## src/rtl/cpe_pkg.sv

```systemverilog
// cpe_pkg
// Shared constants and types for the register-file write-back slice.
//   ADDR_W / DATA_W / NUM_REGS : register file geometry
//   gnt_id_e                   : identifies which write-back path owns the port
package cpe_pkg;

  localparam int ADDR_W   = 5;
  localparam int DATA_W   = 32;
  localparam int NUM_REGS = 32;

  // Requester identity, remembered by the arbiter as the most recent winner
  typedef enum logic {
    GNT_ALU = 1'b0,
    GNT_MEM = 1'b1
  } gnt_id_e;

endpackage

```

## src/rtl/rr_arb2.sv

```systemverilog
// rr_arb2
// Two-way arbiter with a last-grant register. In round-robin mode a
// conflict goes to whichever side did not win most recently; in fixed
// mode the mem side always wins a conflict. A lone request is always
// granted in the same cycle.
// Ports:
//   clk_w_i       clock
//   res_w_i_h     synchronous active-high reset; forces both grants low
//   alu_req_w_i   request from the ALU result path
//   mem_req_w_i   request from the memory load path
//   alu_gnt_w_o   combinational grant to the ALU path
//   mem_gnt_w_o   combinational grant to the memory path
module rr_arb2
  import cpe_pkg::*;
#(
  parameter int RR_EN = 1
) (
  input  logic clk_w_i,
  input  logic res_w_i_h,
  input  logic alu_req_w_i,
  input  logic mem_req_w_i,
  output logic alu_gnt_w_o,
  output logic mem_gnt_w_o
);

  gnt_id_e last_gnt_r;

  // Grant decode. Reset suppresses grants so nothing is consumed while the
  // write port is being cleared.
  always_comb begin
    alu_gnt_w_o = 1'b0;
    mem_gnt_w_o = 1'b0;
    if (!res_w_i_h) begin
      if (alu_req_w_i && mem_req_w_i) begin
        if ((RR_EN != 0) && (last_gnt_r == GNT_MEM)) begin
          alu_gnt_w_o = 1'b1;
        end else begin
          mem_gnt_w_o = 1'b1;
        end
      end else begin
        alu_gnt_w_o = alu_req_w_i;
        mem_gnt_w_o = mem_req_w_i;
      end
    end
  end

  // Remember the last winner. Starting at MEM lets the ALU take the
  // first conflict after reset.
  always_ff @(posedge clk_w_i) begin
    if (res_w_i_h) begin
      last_gnt_r <= GNT_MEM;
    end else if (alu_gnt_w_o) begin
      last_gnt_r <= GNT_ALU;
    end else if (mem_gnt_w_o) begin
      last_gnt_r <= GNT_MEM;
    end
  end

endmodule

```

## src/rtl/regfile_wb_arbiter.sv

```systemverilog
// regfile_wb_arbiter
// Write-back controller for the register file. Shares the single write
// port between the ALU and memory paths and keeps a busy scoreboard of
// in-flight destinations so issue can stall on RAW/WAW hazards.
// Ports:
//   clk_w_i, res_w_i_h            clock, synchronous active-high reset
//   issue_valid_w_i/issue_rd_w_i  issuing instruction and its destination
//   rs1_w_i, rs2_w_i              sources of the issuing instruction
//   hazard_w_o                    a source is busy (combinational)
//   issue_stall_w_o               issue must hold (combinational)
//   alu_*/mem_*                   write-back request/target/data/grant
//   wr_reg_w_o/wr_data_w_o        registered write index and data
//   reg_wr_flag_w_o               registered write enable, one pulse per write
//   busy_vec_r_o                  scoreboard contents
module regfile_wb_arbiter #(
  parameter int NUM_REGS = cpe_pkg::NUM_REGS,
  parameter int ADDR_W   = cpe_pkg::ADDR_W,
  parameter int DATA_W   = cpe_pkg::DATA_W,
  parameter int RR_EN    = 1
) (
  input  logic                clk_w_i,
  input  logic                res_w_i_h,
  input  logic                issue_valid_w_i,
  input  logic [ADDR_W-1:0]   issue_rd_w_i,
  input  logic [ADDR_W-1:0]   rs1_w_i,
  input  logic [ADDR_W-1:0]   rs2_w_i,
  output logic                hazard_w_o,
  output logic                issue_stall_w_o,
  input  logic                alu_req_w_i,
  input  logic [ADDR_W-1:0]   alu_rd_w_i,
  input  logic [DATA_W-1:0]   alu_data_w_i,
  input  logic                mem_req_w_i,
  input  logic [ADDR_W-1:0]   mem_rd_w_i,
  input  logic [DATA_W-1:0]   mem_data_w_i,
  output logic                alu_gnt_w_o,
  output logic                mem_gnt_w_o,
  output logic [ADDR_W-1:0]   wr_reg_w_o,
  output logic [DATA_W-1:0]   wr_data_w_o,
  output logic                reg_wr_flag_w_o,
  output logic [NUM_REGS-1:0] busy_vec_r_o
);

  logic [NUM_REGS-1:0] busy_r;
  logic [NUM_REGS-1:0] busy_next;
  logic                any_gnt;
  logic [ADDR_W-1:0]   sel_rd;
  logic [DATA_W-1:0]   sel_data;
  logic                issue_accept;

  rr_arb2 #(
    .RR_EN (RR_EN)
  ) u_arb (
    .clk_w_i     (clk_w_i),
    .res_w_i_h   (res_w_i_h),
    .alu_req_w_i (alu_req_w_i),
    .mem_req_w_i (mem_req_w_i),
    .alu_gnt_w_o (alu_gnt_w_o),
    .mem_gnt_w_o (mem_gnt_w_o)
  );

  // Hazard detection. No bypass exists, so a source stays hazardous until
  // its busy bit clears at the end of the write-enable cycle.
  always_comb begin
    hazard_w_o      = busy_r[rs1_w_i] | busy_r[rs2_w_i];
    issue_stall_w_o = !res_w_i_h && issue_valid_w_i &&
                      (hazard_w_o || busy_r[issue_rd_w_i]);
    issue_accept    = issue_valid_w_i && !issue_stall_w_o &&
                      (issue_rd_w_i != '0);
  end

  // Write-port source select follows whichever path holds the grant.
  always_comb begin
    any_gnt  = alu_gnt_w_o | mem_gnt_w_o;
    sel_rd   = mem_gnt_w_o ? mem_rd_w_i   : alu_rd_w_i;
    sel_data = mem_gnt_w_o ? mem_data_w_i : alu_data_w_i;
  end

  // Scoreboard update. The clear is applied first so a same-index set
  // would win; busy[0] is forced low since x0 is never written.
  always_comb begin
    busy_next = busy_r;
    if (reg_wr_flag_w_o) begin
      busy_next[wr_reg_w_o] = 1'b0;
    end
    if (issue_accept) begin
      busy_next[issue_rd_w_i] = 1'b1;
    end
    busy_next[0] = 1'b0;
  end

  always_ff @(posedge clk_w_i) begin
    if (res_w_i_h) begin
      busy_r <= '0;
    end else begin
      busy_r <= busy_next;
    end
  end

  // Write port registers. A grant to x0 is consumed without raising the
  // write enable, so neither the register file nor the scoreboard moves.
  always_ff @(posedge clk_w_i) begin
    if (res_w_i_h) begin
      wr_reg_w_o      <= '0;
      wr_data_w_o     <= '0;
      reg_wr_flag_w_o <= 1'b0;
    end else begin
      reg_wr_flag_w_o <= any_gnt && (sel_rd != '0);
      if (any_gnt) begin
        wr_reg_w_o  <= sel_rd;
        wr_data_w_o <= sel_data;
      end
    end
  end

  assign busy_vec_r_o = busy_r;

endmodule
```

## config.mk

```make
export PLATFORM = sky130hd
export DESIGN_NAME = regfile_wb_arbiter
export DESIGN_NICKNAME = d
export VERILOG_FILES = /design/src/rtl/cpe_pkg.sv /design/src/rtl/rr_arb2.sv /design/src/rtl/regfile_wb_arbiter.sv
export SDC_FILE = /design/constraint.sdc
export NUM_CORES = 1
export LEC_CHECK = 0
export CAP_MARGIN = 20
export CELL_PAD_IN_SITES_DETAIL_PLACEMENT = 1
export CELL_PAD_IN_SITES_GLOBAL_PLACEMENT = 1
export CORE_ASPECT_RATIO = 0.9
export CORE_MARGIN = 4
export CORE_UTILIZATION = 33
export DETAILED_ROUTE_END_ITERATION = 16
export PLACE_DENSITY = 0.91
export SLEW_MARGIN = 15
export SYNTH_ARGS = -nofsm -noshare
export SYNTH_HDL_FRONTEND = slang
export SYNTH_SLANG_ARGS = --single-unit
```

## constraint.sdc

```tcl
create_clock -name clk_w_i -period 7 [get_ports clk_w_i]
set_input_delay 1.05 -clock clk_w_i [delete_from_list [all_inputs] [get_ports clk_w_i]]
set_output_delay 1.05 -clock clk_w_i [all_outputs]
set_load 0.01 [all_outputs]
```

# After elaboration in Yosys (flattened, before gate mapping)
# Cells that the tools add are included.
# op_classes
addsub	0
mul	0
n_div	0
n_lt_le_gt_ge	6
n_eq_ne	0
shifts	0
n_mux	22
n_bitwise	5
reduce_logical	14
# ops
op	count
$mux 32	3
$and 32x32->32	1
$not 32->32	1
$or 32x32->32	1
$lt 5x6->1 const B	4
$bmux 1 s5	3
$mux 1	13
$demux 1 s5	2
$ge 5x1->1 const B	2
$reduce_bool 5->1	2
$logic_and 1x1->1	8
$mux 5	1
$logic_not 1->1	2
$or 1x1->1	2
$reduce_bool 2->1	1
$logic_or 1x1->1	1
# totals
register_bits	71
latch_bits	0
ram_bits	0
mem_bits_ro	0
out_inout_bits	74
elab_cells	53
mem_count	0

# Depth between registers and ports, before layout
# logic_depth
word_depth	9
ltp_mapped	8
ltp_nobuf	5

# Cells and area by module
# From an unflattened synthesis, not the netlist that was laid out.
# unflattened
cells_unflattened	483
hier_area_um2	4150.2
# modules_own_cells
module	n_inst	cells_each	area_per_inst_um2
regfile_wb_arbiter	1	476	4092.7
rr_arb2	1	7	57.6

# Worst setup path after synthesis
# Ideal clock, no wire load.
# synth_path
kind	input to output
startpoint	in rs1_w_i[2]
endpoint	out issue_stall_w_o
arrival_time_ns	2.974
t_required_ns	5.950
setup_slack_ns	2.976
path_stages	8
n_path_buf	3
path_cell_list	buf_2 -> mux4_2 -> o32ai_1 -> nor4b_1 -> or4_1 -> buf_6 -> buf_8 -> o21a_1
# synth_via
elab_chain_len	5
# synth_lines
element	line	rtl
start, declared	regfile_wb_arbiter.sv:25	input logic [ADDR_W-1:0] rs1_w_i,
$bmux 1 s5	regfile_wb_arbiter.sv:64	hazard_w_o = busy_r[rs1_w_i] | busy_r[rs2_w_i];
$mux 1 (not written as such)	regfile_wb_arbiter.sv:64	
$or 1x1->1	regfile_wb_arbiter.sv:64	
via hazard_w_o	regfile_wb_arbiter.sv:27	output logic hazard_w_o,
$logic_or 1x1->1	regfile_wb_arbiter.sv:66	(hazard_w_o || busy_r[issue_rd_w_i]);
$logic_and 1x1->1	regfile_wb_arbiter.sv:65	issue_stall_w_o = !res_w_i_h && issue_valid_w_i &&
end, declared	regfile_wb_arbiter.sv:28	output logic issue_stall_w_o,
# The timed path passes the listed nets, and every way through them passes these cells. The select of a mux whose other input is x is not followed.

# Final worst setup path
# layout_path
startpoint	in rs2_w_i[1]
endpoint	out issue_stall_w_o
# layout_via
elab_chain_len	5
# layout_lines
element	line	rtl
start, declared	regfile_wb_arbiter.sv:26	input logic [ADDR_W-1:0] rs2_w_i,
$bmux 1 s5	regfile_wb_arbiter.sv:64	
$mux 1 (not written as such)	regfile_wb_arbiter.sv:64	
$or 1x1->1	regfile_wb_arbiter.sv:64	
$logic_or 1x1->1	regfile_wb_arbiter.sv:66	
$logic_and 1x1->1	regfile_wb_arbiter.sv:65	
# Every way passes these cells. The select of a mux whose other input is x is not followed.

==> qor.csv <==
metric;value;unit
status;finished clean;
ios;168;
rows;37;
synthArstFlopShare;0;%
synth_cells;432;
max-slew-margin-rel;30.3;%
synth_warnings;0;
regToRegSetupSlack;3970;ps
cts_buffers;9;
start_util;34.0;%
synth_top_flop_cell;dfxtp_1;
synth_top_cell_by_area;dfxtp_1;
rsz0062_at_grt;no;
die-area;0.0138;sq mm
syn_avg_cell_area;9.12;sq um
fin_nets;667;
grt_max_degree;74;
dr.pass1.iters;5;
reg2reg_depth;6;
seqCellArea;0.00140;sq mm
placed_cell_area;0.00562;sq mm
synth_common_cells;70 x dfxtp_1, 56 x nand2_1, 32 x a21oi_1, 32 x a22oi_1, 31 x clkbuf_1;
fmax;0.184;GHz
skew;7.53;ps
final_layout_size_suffix_gt1_share;7.79;%
grt_pass1_vias;4634;
overflow;0;
fin_crit_sh;77.8;%
clockBufferDepth;2;
clkTransAtPathRegs;60;ps
grt_pass1_wl;25000;um
synth_cell_types;42;
holdPathEnd;wr_data_w_o[0]$_SDFFE_PP0P_;
multi_input_area;0.00233;sq mm
final.fill_count;1317;
setup_viol;0;
fin_crit;5440;ps
synthesis.nets;526;
synth_area;0.00394;sq mm
arrival;4390;ps
synth_area_leaders;dfxtp_1 36%, o41ai_1 6.2%, a22oi_1 6.1%;
p_leak;2.08;nW
reg2reg_to;busy_vec_r_o[11]$_SDFF_PP0_;
clock_latency;330;ps
grt_antenna_before_repair;0;
place_congestion;0.890;
synth.top_cell.area_share;35.6;%
portBuffers;166;
critPathLaunchType;input port;
synth-edff-count;0;
routed_via_density;5.79;
ctsHoldBuffers;0;
critPathKind;input port to output port;
cts_setup_buffers;0;
core;0.0116;sq mm
drt_iter0_markers;284;
track_usage;23.1;%
cts_tree;yes;
maxCapViolCount;0;
routed_wl;16200;um
clock_sinks;70;
hpwl;12300;um
routedWlPerCell;22.0;um
drv_slew;0;
hold_depth;2;
die_x;123;um
tightest_slew;1040;ps
crit_required;5950;ps
area_delta_synth_final;51.7;%
min_from;wr_data_w_o[0]$_SDFFE_PP0P_;
p_per_area;199;mW/mm^2
ys_ff_latch;70;
synth_most_common_cell;dfxtp_1;
n_antenna_cell;0;
drc;0;
final.setup.tns;0;ps
cts_resized;0;
die_h;112;um
hp-class;register to register;
reg2reg_from;busy_vec_r_o[3]$_SDFF_PP0_;
htree_levels;3;
end_kind;output port;
final_hold_viol_count;0;
vias;4248;
ir_drop;0.000127;V
final_cell_area;0.00597;sq mm
yosysSeqAreaShare;35.6;%
root_buffer;clkbuf_16;
crit_path_max_fanout;15;
antenna_left;0;
-- per-stage QoR --
step	power [W]	util, %	instances	hold slack [ps]	setup WS (ps)
final	0.00119	51.6	734	454	1560
after global routing	0.00123	51.6	734	482	1450
after CTS	0.00120	51.6	734	455	1570
after detailed placement	0.000662	48.6	718	450	1580
after global placement	0.000652	48.6	718	442	1810
after floorplan	0.000544	-	432	481	2980
-- layer usage --
layer	vias up	part of all wire [%]	GRT usage [%]
li1	1945	-	-
met1	2058	38	27.0
met2	213	49	40.1
met3	32	9.9	6.70
met4	0	2.4	8.12
met5	-	0	0
-- final cells by class --
| class | instances | share of cell area (%) |
|---|---|---|
| clock buffer | 11 | 4.06 |
| multi-input combinational | 320 | 39.0 |
| tap | 156 | 3.27 |
| clock inverter | 5 | 1.78 |
| timing repair buffer | 171 | 28.4 |
| inverter | 1 | 0.0628 |
| sequential | 70 | 23.5 |
-- kinds of logic (layout without fill, tap and decap cells) --
logic type	after synthesis	count (layout)	share of synthesized area, %
buf+inv	42	188	5.59
other cells	1	1	0.0952
mux	38	38	14.7
simple gates	146	146	20.1
flops	70	70	35.6
compound gates	135	135	23.9
-- worst max path at each step --
stage / start / end / depth (start not counted)
2_1_floorplan: rs1_w_i[2] / issue_stall_w_o / 8
3_3_place_gp: rs2_w_i[0] / issue_stall_w_o / 7
3_5_place_dp: rs2_w_i[1] / issue_stall_w_o / 7
4_1_cts: rs2_w_i[1] / issue_stall_w_o / 7
5_1_grt: rs2_w_i[1] / issue_stall_w_o / 7
6_report: rs2_w_i[1] / issue_stall_w_o / 7
-- state kept, by name, indices dropped and copies added (netlist names) --
register          cells
busy_vec_r_o         31
reg_wr_flag_w_o       1
u_arb.last_gnt_r      1
wr_data_w_o          32
wr_reg_w_o            5
-- where the power goes --
| part | total [W] | internal, W | switching (W) | leakage [nW] |
|---|---|---|---|---|
| Clock | 0.000535 | 0.000359 | 0.000176 | 0.166 |
| Sequential | 0.000436 | 0.000418 | 0.0000186 | 0.572 |
| Combinational | 0.000218 | 0.000115 | 0.000103 | 1.34 |
| Total | 0.00119 | 0.000892 | 0.000297 | 2.08 |
-- critical path, cell delays in order --
cell	delay (ps)
clkdlybuf4s50_1	700
mux2_2	380
a2111oi_0	540
nor4_1	150
or4_1	810
o21a_1	290
clkdlybuf4s50_1	480
-- cell usage in the layout, fill, tap and decap left out, drive strengths merged, types with 2 or more instances in the layout --
| master | n |
|---|---|
| a2111oi | 2 |
| a211oi | 5 |
| a21oi | 32 |
| a22oi | 32 |
| and3b | 2 |
| buf | 6 |
| bufinv | 3 |
| clkbuf | 11 |
| clkdlybuf4s50 | 165 |
| dfxtp | 70 |
| mux2 | 2 |
| mux2i | 22 |
| mux4 | 14 |
| nand2 | 56 |
| nand2b | 5 |
| nand3 | 4 |
| nand3b | 22 |
| nor2 | 13 |
| nor2b | 18 |
| nor3b | 7 |
| nor4 | 4 |
| o21ai | 19 |
| o22ai | 10 |
| o32ai | 2 |
| o41ai | 31 |
| or2 | 2 |
| or3 | 2 |
| or3b | 4 |
| or4 | 3 |
(Power assumes the default switching activity.)
